## src/rtl/imem_uart_loader.sv

```systemverilog
// UART (8N1) boot loader for the instruction memory: receives a length-prefixed
// little-endian word image, writes it word by word and then releases the core.
module imem_uart_loader #(
  parameter int CLKS_PER_BIT = 868,
  parameter int ADDR_WIDTH   = 10
) (
  input  logic                  clk,
  input  logic                  rst_n,
  input  logic                  rx,
  output logic                  we,
  output logic [ADDR_WIDTH-1:0] waddr,
  output logic [31:0]           wdata,
  output logic                  busy,
  output logic                  done,
  output logic                  cpu_rst_n,
  output logic                  error
);

  localparam int CW = (CLKS_PER_BIT > 1) ? $clog2(CLKS_PER_BIT) : 1;
  localparam logic [CW-1:0] HALF_LAST = CW'(CLKS_PER_BIT / 2 - 1);
  localparam logic [CW-1:0] FULL_LAST = CW'(CLKS_PER_BIT - 1);
  localparam longint unsigned CAPACITY = 64'd1 << ADDR_WIDTH;

  typedef enum logic [1:0] {
    RX_IDLE,
    RX_START,
    RX_DATA,
    RX_STOP
  } rx_state_t;

  typedef enum logic [2:0] {
    LD_LEN_LO,
    LD_LEN_HI,
    LD_DATA,
    LD_DONE,
    LD_ERROR
  } ld_state_t;

  // ---------------------------------------------------------------------------
  // Input synchronizer
  // ---------------------------------------------------------------------------
  logic rx_meta_q, rx_sync_q;

  always_ff @(posedge clk or negedge rst_n) begin
    if (!rst_n) begin
      rx_meta_q <= 1'b1;
      rx_sync_q <= 1'b1;
    end else begin
      rx_meta_q <= rx;
      rx_sync_q <= rx_meta_q;
    end
  end

  // ---------------------------------------------------------------------------
  // UART receiver
  // ---------------------------------------------------------------------------
  rx_state_t     rx_state_q, rx_state_d;
  logic [CW-1:0] clk_cnt_q, clk_cnt_d;
  logic [2:0]    bit_cnt_q, bit_cnt_d;
  logic [7:0]    shift_q, shift_d;
  logic          byte_valid_q, byte_valid_d;
  logic          frame_err_q, frame_err_d;
  logic          start_ok;

  always_ff @(posedge clk or negedge rst_n) begin
    if (!rst_n) begin
      rx_state_q   <= RX_IDLE;
      clk_cnt_q    <= '0;
      bit_cnt_q    <= '0;
      shift_q      <= '0;
      byte_valid_q <= 1'b0;
      frame_err_q  <= 1'b0;
    end else begin
      rx_state_q   <= rx_state_d;
      clk_cnt_q    <= clk_cnt_d;
      bit_cnt_q    <= bit_cnt_d;
      shift_q      <= shift_d;
      byte_valid_q <= byte_valid_d;
      frame_err_q  <= frame_err_d;
    end
  end

  always_comb begin
    rx_state_d   = rx_state_q;
    clk_cnt_d    = clk_cnt_q;
    bit_cnt_d    = bit_cnt_q;
    shift_d      = shift_q;
    byte_valid_d = 1'b0;
    frame_err_d  = 1'b0;
    start_ok     = 1'b0;

    case (rx_state_q)
      RX_IDLE: begin
        if (!rx_sync_q) begin
          rx_state_d = RX_START;
          clk_cnt_d  = '0;
          bit_cnt_d  = '0;
        end
      end

      // Re-check the line at mid start bit so short low glitches are dropped.
      RX_START: begin
        if (clk_cnt_q == HALF_LAST) begin
          clk_cnt_d = '0;
          if (!rx_sync_q) begin
            rx_state_d = RX_DATA;
            start_ok   = 1'b1;
          end else begin
            rx_state_d = RX_IDLE;
          end
        end else begin
          clk_cnt_d = clk_cnt_q + CW'(1);
        end
      end

      RX_DATA: begin
        if (clk_cnt_q == FULL_LAST) begin
          clk_cnt_d = '0;
          shift_d   = {rx_sync_q, shift_q[7:1]};
          bit_cnt_d = bit_cnt_q + 3'd1;
          if (bit_cnt_q == 3'd7) begin
            rx_state_d = RX_STOP;
          end
        end else begin
          clk_cnt_d = clk_cnt_q + CW'(1);
        end
      end

      RX_STOP: begin
        if (clk_cnt_q == FULL_LAST) begin
          clk_cnt_d    = '0;
          rx_state_d   = RX_IDLE;
          byte_valid_d = rx_sync_q;
          frame_err_d  = !rx_sync_q;
        end else begin
          clk_cnt_d = clk_cnt_q + CW'(1);
        end
      end

      default: rx_state_d = RX_IDLE;
    endcase
  end

  // ---------------------------------------------------------------------------
  // Image loader
  // ---------------------------------------------------------------------------
  ld_state_t             ld_state_q, ld_state_d;
  logic [15:0]           len_q, len_d;
  logic [1:0]            byte_idx_q, byte_idx_d;
  logic [23:0]           word_q, word_d;
  logic [ADDR_WIDTH-1:0] word_idx_q, word_idx_d;
  logic                  we_q, we_d;
  logic [ADDR_WIDTH-1:0] waddr_q, waddr_d;
  logic [31:0]           wdata_q, wdata_d;
  logic                  busy_q, busy_d;
  logic [15:0]           len_new;
  logic                  last_word;

  always_ff @(posedge clk or negedge rst_n) begin
    if (!rst_n) begin
      ld_state_q <= LD_LEN_LO;
      len_q      <= '0;
      byte_idx_q <= '0;
      word_q     <= '0;
      word_idx_q <= '0;
      we_q       <= 1'b0;
      waddr_q    <= '0;
      wdata_q    <= '0;
      busy_q     <= 1'b0;
    end else begin
      ld_state_q <= ld_state_d;
      len_q      <= len_d;
      byte_idx_q <= byte_idx_d;
      word_q     <= word_d;
      word_idx_q <= word_idx_d;
      we_q       <= we_d;
      waddr_q    <= waddr_d;
      wdata_q    <= wdata_d;
      busy_q     <= busy_d;
    end
  end

  assign len_new   = {shift_q, len_q[7:0]};
  assign last_word = (waddr_q == ADDR_WIDTH'(len_q - 16'd1));

  always_comb begin
    ld_state_d = ld_state_q;
    len_d      = len_q;
    byte_idx_d = byte_idx_q;
    word_d     = word_q;
    word_idx_d = word_idx_q;
    we_d       = 1'b0;
    waddr_d    = waddr_q;
    wdata_d    = wdata_q;

    case (ld_state_q)
      LD_LEN_LO: begin
        if (frame_err_q) begin
          ld_state_d = LD_ERROR;
        end else if (byte_valid_q) begin
          len_d[7:0] = shift_q;
          ld_state_d = LD_LEN_HI;
        end
      end

      LD_LEN_HI: begin
        if (frame_err_q) begin
          ld_state_d = LD_ERROR;
        end else if (byte_valid_q) begin
          len_d = len_new;
          if (len_new == 16'd0) begin
            ld_state_d = LD_DONE;
          end else if (64'(len_new) > CAPACITY) begin
            ld_state_d = LD_ERROR;
          end else begin
            ld_state_d = LD_DATA;
          end
        end
      end

      LD_DATA: begin
        if (we_q) begin
          word_idx_d = word_idx_q + ADDR_WIDTH'(1);
          if (last_word) begin
            ld_state_d = LD_DONE;
          end
        end
        if (frame_err_q) begin
          ld_state_d = LD_ERROR;
        end else if (byte_valid_q) begin
          byte_idx_d = byte_idx_q + 2'd1;
          // Bytes 0..2 are staged; the 4th completes the word and writes it.
          case (byte_idx_q)
            2'd0: word_d[7:0]   = shift_q;
            2'd1: word_d[15:8]  = shift_q;
            2'd2: word_d[23:16] = shift_q;
            default: begin
              we_d    = 1'b1;
              wdata_d = {shift_q, word_q};
              waddr_d = word_idx_q;
            end
          endcase
        end
      end

      LD_DONE:  ld_state_d = LD_DONE;
      LD_ERROR: ld_state_d = LD_ERROR;
      default:  ld_state_d = LD_ERROR;
    endcase
  end

  always_comb begin
    busy_d = busy_q;
    if (ld_state_d == LD_DONE || ld_state_d == LD_ERROR) begin
      busy_d = 1'b0;
    end else if (start_ok) begin
      busy_d = 1'b1;
    end
  end

  assign we        = we_q;
  assign waddr     = waddr_q;
  assign wdata     = wdata_q;
  assign busy      = busy_q;
  assign done      = (ld_state_q == LD_DONE);
  assign cpu_rst_n = (ld_state_q == LD_DONE);
  assign error     = (ld_state_q == LD_ERROR);

endmodule

```

## config.mk

```make
export PLATFORM = sky130hd
export DESIGN_NAME = imem_uart_loader
export DESIGN_NICKNAME = d
export VERILOG_FILES = /design/src/rtl/imem_uart_loader.sv
export SDC_FILE = /design/constraint.sdc
export NUM_CORES = 1
export LEC_CHECK = 0
export ABC_AREA = 1
export ABC_CLOCK_PERIOD_IN_PS = 1600
export BUFFER_PORTS_ARGS = -buffer_cell sky130_fd_sc_hd__buf_2
export CAP_MARGIN = 20
export CORE_MARGIN = 5
export CORE_UTILIZATION = 40
export CTS_CLUSTER_SIZE = 28
export DETAILED_ROUTE_END_ITERATION = 7
export PLACE_DENSITY_LB_ADDON = 0.2
export SLEW_MARGIN = 20
export SYNTH_ARGS = -nofsm -noshare
export SYNTH_HDL_FRONTEND = slang
export SYNTH_SLANG_ARGS = --single-unit
```

## constraint.sdc

```tcl
create_clock -name clk -period 1.6 [get_ports clk]
set_clock_uncertainty 0.15 [all_clocks]
set_input_delay 0.32 -clock clk [delete_from_list [all_inputs] [get_ports clk]]
set_output_delay 0.32 -clock clk [all_outputs]
set_load 0.05 [all_outputs]
```

Word-level counts from Yosys, hierarchy flattened:

Cells that the tools add are included.

* bitwise operators: 3
* $lt $le $gt $ge: 1
* multiplexer cells: 41
* shifts and indexed selects: 0
* divide/modulo/power cells: 0
* reduce and logical (&&, ||, !) cells: 21
* $mul: 0
* eq/ne operators: 20
* add/sub/neg operators: 5

Operator list (number)
* $mux W3: 11
* $mux W10: 3
* $pmux W10 S3: 1
* $mux W8: 3
* $add A10 B1 Y10 const B: 2
* $reduce_and A4 Y1: 5
* $gt A16 B11 Y1 const B: 1
* $logic_not A16 Y1: 1
* $pmux W8 S2: 1
* $mux W1: 13
* $mux W2: 6
* $pmux W3 S4: 1
* $eq A10 B10 Y1: 1
* $eq A10 B10 Y1 const B: 1
* $eq A10 B9 Y1 const B: 1
* $ne A2 B2 Y1 const B: 5
* $sub A10 B1 Y10 const B: 1
* $eq A3 B2 Y1 const B: 3
* $eq A3 B3 Y1 const B: 3
* $reduce_and A3 Y1: 3
* $pmux W2 S4: 1
* $eq A2 B2 Y1 const B: 3
* $pmux W3 S2: 1
* $reduce_and A5 Y1: 1
* other kinds (13): 19

* input bits: 3
* output and inout bits: 47
* bits in writable memories: 0
* bits in latches: 0
* memories: 0
* bits in read-only memories: 0
* flip-flop bits (word level): 126

Depth between registers and ports, before layout:

* word-level depth: 9
* gate-level depth with buffers: 12

Least setup slack after synthesis:

OpenSTA, ideal clock, no wires.

* kind: register to output
* from: register ld_state_q[2]
* to: output done
* required time: 1.130 ns
* path buffers: 1
* cell stages (with the launch flop): 5
* arrival: 1.607 ns
* slack: -0.477 ns
* cells stage by stage: dfrtp_1 > inv_2 > nand2_2 > nor2_1 > buf_4

* word-level cells in the longest chain between the ends: 1

Ends and longest elaborated chain
* from (decl): RTL line 147 `ld_state_t ld_state_q, ld_state_d;`
* from (signal assigned): RTL line 171 `ld_state_q <= ld_state_d;`
* $eq A3 B2 Y1
* to (decl): RTL line 14 `output logic done,`

Every way passes these cells.

Worst setup path after layout:

* from: register ld_state_q[0]
* to: output error

* word-level cells in the longest chain between the ends: 1

Ends and longest elaborated chain
* $eq A3 B3 Y1: RTL line 267 `assign error = (ld_state_q == LD_ERROR);`
* to (decl): RTL line 16 `output logic error`

Every way passes these cells.

==> flow_metrics.py <==
metrics = {
    "floorplanning": {
        "die_y_um": 126,
        "io_pins": 50,
        "fp-row-count": 42,
        "die-width_um": 126,
        "core_area_mm2": 0.0132,
        "dieArea_mm2": 0.0159,
        "start_util": 0.406,
    },
    "detailed_routing": {
        "drtPass1Iterations": 6,
        "drc": 0,
        "routed_via_density": 4.82,
        "vias": 4469,
        "wl_mm": 13.7,
        "drt-initial-drc-count": 313,
        "wl_per_cell_um": 14.8,
        "antenna_left": 0,
    },
    "critical_path": {
        "crit_start": "ld_state_q[0]$_DFF_PN0_",
        "worstPathArrival_ns": 1.31,
        "cp-endpoint": "error",
        "path_class": "flip-flop to output pin",
        "critPathLaunchType": "flip-flop",
        "reg2reg_setup_slack_ns": -0.12,
        "cpPeakStageDelay_ns": 0.40,
        "path_cells": "buf_4, nor3_4, buf_6",
        "required_ns": 1.13,
        "slowest_stage": "dfrtp_2",
        "end_kind": "output pin",
        "path_max_fanout": 3,
        "worst_r2r_startpoint": "ld_state_q[0]$_DFF_PN0_",
        "ff2ff_path_depth": 8,
        "timing.rr.end": "word_idx_q[9]$_DFFE_PN0P_",
    },
    "synthesis": {
        "netlist_instances": 606,
        "synth_edf_count": 0,
        "avgSynthCellArea_um2": 8.88,
        "synthArstFlopShare": 1.00,
        "synthFlopType": "dfrtp_1",
        "yosysUniqueCellTypes": 31,
        "ys_warn_count": 0,
        "ys_seq_area_frac": 0.558,
        "syn_nets": 619,
        "synth_seq_cells": 120,
        "synth.cell_area_mm2": 0.00538,
    },
    "sta": {
        "finalMaxSlewViolations": 0,
        "fmax_mhz": 562,
        "grt_setup_unrepaired": "yes",
        "fin_crit_ns": 1.78,
        "max_slew_margin": 0.736,
        "setup_tns_ns": -3.09,
        "timing.final.crit_share": 1.11,
        "finalHoldViolCount": 0,
        "worst-slew-pin-transition_ns": 0.396,
        "setup_ws_ns": -0.179,
        "setup_viol": 61,
    },
    "clock_tree": {
        "clockBufferDepth": 2,
        "clock_latency_ns": 0.41,
        "cts_buffers": 17,
        "clock_sinks": 120,
        "h-tree-depth": 4,
        "cts_tree": "built",
        "clk_pin_slew_ns": 0.05,
        "root_buffer": "clkbuf_16",
    },
    "power_and_ir_drop": {
        "power_density_mw_per_mm2": 952,
        "total_power_mw": 7.32,
        "ir_drop_v": 0.00108,
        "p_leak_nw": 3.87,
    },
    "flow_run": {
        "maxCapViolCount": 0,
    },
    "finish": {
        "final_nets": 751,
        "final_common_cell": "nand2_1",
        "design_area_mm2": 0.00770,
        "final_cell_mix": "179 x nand2_1, 109 x dfrtp_1, 57 x buf_4, 43 x inv_1",
        "diodes": 0,
        "final_util": 0.581,
        "drive_gt1_frac": 0.353,
        "area_delta_synth_final_pct": 43.0,
    },
    "placed_design": {
        "dp_hpwl_mm": 8.21,
        "dpl_cell_area_mm2": 0.00615,
        "gp_congestion": 0.834,
        "place_ws_ns": -0.104,
        "portBuffers": 49,
    },
    "global_routing": {
        "grt_pass1_wl_mm": 20.5,
        "grtUsageTotal": 0.161,
        "grt_overflow": 0,
        "grt_pass1_vias": 4186,
        "antenna_found_initial": 0,
        "grt_max_degree": 43,
    },
    "hold_path": {
        "holdCritStartpoint": "rx_meta_q$_DFF_PN1_",
        "whs_path_depth": 0,
        "hold_path.class": "flip-flop to flip-flop",
    },
    "status": {
        "status": "finished, violations left",
        "violations": "setup timing",
    },
}
## layout make-up
class / instances / area, um^2
clock buffer: 24 / 492
clock inverter: 8 / 165
fill: 1151 / 5550
inverter: 55 / 229
multi-input combinational: 417 / 2420
sequential: 120 / 3020
tap: 176 / 220
timing repair buffer: 127 / 1150
## per-stage QoR
step	hold slack, ns	instances
2_1_floorplan	-0.126	606
3_3_place_gp	0.120	859
3_5_place_dp	0.119	859
4_1_cts	0.207	897
5_1_grt	0.212	927
6_report	0.206	927
## repair_timing
action | 4_1_cts | 5_1_grt
hold endpoints to repair | 24 | 0
gates cloned | 1 | 12
setup buffers | 3 | 18
resized for setup | 34 | 105
pin swaps | 12 | 24
hold buffers | 2 | 0
endpoints found under the setup margin | 27 | 104
## layer usage
layer	share of wire	vias to the layer above	wire length, um	track usage
li1	-	2204	-	-
met1	0.43	2173	5920	0.206
met2	0.51	74	7050	0.264
met3	0.038	18	525	0.0415
met4	0.018	0	244	0.0599
met5	0	-	0	0
## sequential cells by signal, summed over array words and instances (netlist names), 2 cells and up, named ones only
register,flops
wdata,32
word_q,24
clk_cnt_q,10
len_q,10
waddr,10
word_idx_q,10
shift_q,8
bit_cnt_q,3
ld_state_q,3
byte_idx_q,2
## worst max-delay path: cells and delay by family, from the launching register on
kind                   cells  cell delay, ns
buffers and inverters      2            0.32
and+or+nand+nor            1            0.17
DFF                        1            0.40
## how the worst min path moves through the flow
stage	to	slack [ns]
3_3_place_gp	wdata[21]$_DFFE_PN0P_	0.12
2_1_floorplan	asynchronous set/reset pin	-0.13
3_5_place_dp	wdata[23]$_DFFE_PN0P_	0.12
5_1_grt	rx_sync_q$_DFF_PN1_	0.21
4_1_cts	rx_sync_q$_DFF_PN1_	0.21
6_report	rx_sync_q$_DFF_PN1_	0.21
## power breakdown
| group | internal [mW] | leakage, nW | switching [mW] |
|---|---|---|---|
| sequential | 3.04 | 1.64 | 0.00147 |
| combinational | 0.0191 | 1.91 | 0.0627 |
| clock | 2.92 | 0.324 | 1.28 |
| total | 5.98 | 3.87 | 1.34 |
## kinds of logic (layout without fill, tap and decap cells)
kind of cell    Yosys count  count (layout)  synth area share
buf+inv                  72             214            0.0614
compound gates           86              86            0.0923
simple gates            298             301             0.232
flops                   120             120             0.558
fa+ha+maj                10              10            0.0233
xor+xnor                 20              20            0.0326
## Yosys cell counts (all sizes together), types with 3 or more instances
| library cell | instances | area (um^2) |
|---|---|---|
| a21oi | 7 | 35.0 |
| dfrtp | 118 | 2950 |
| clkbuf | 3 | 11.3 |
| nor2 | 37 | 159 |
| nor3 | 7 | 40.0 |
| ha | 10 | 125 |
| o21ai | 73 | 422 |
| o22ai | 4 | 25.0 |
| xor2 | 15 | 131 |
| buf | 14 | 110 |
| nand3 | 38 | 200 |
| nand2 | 211 | 817 |
| nand4 | 4 | 25.0 |
| inv | 55 | 209 |
| xnor2 | 5 | 43.8 |
No activity file was read; power rests on OpenSTA's default activity.
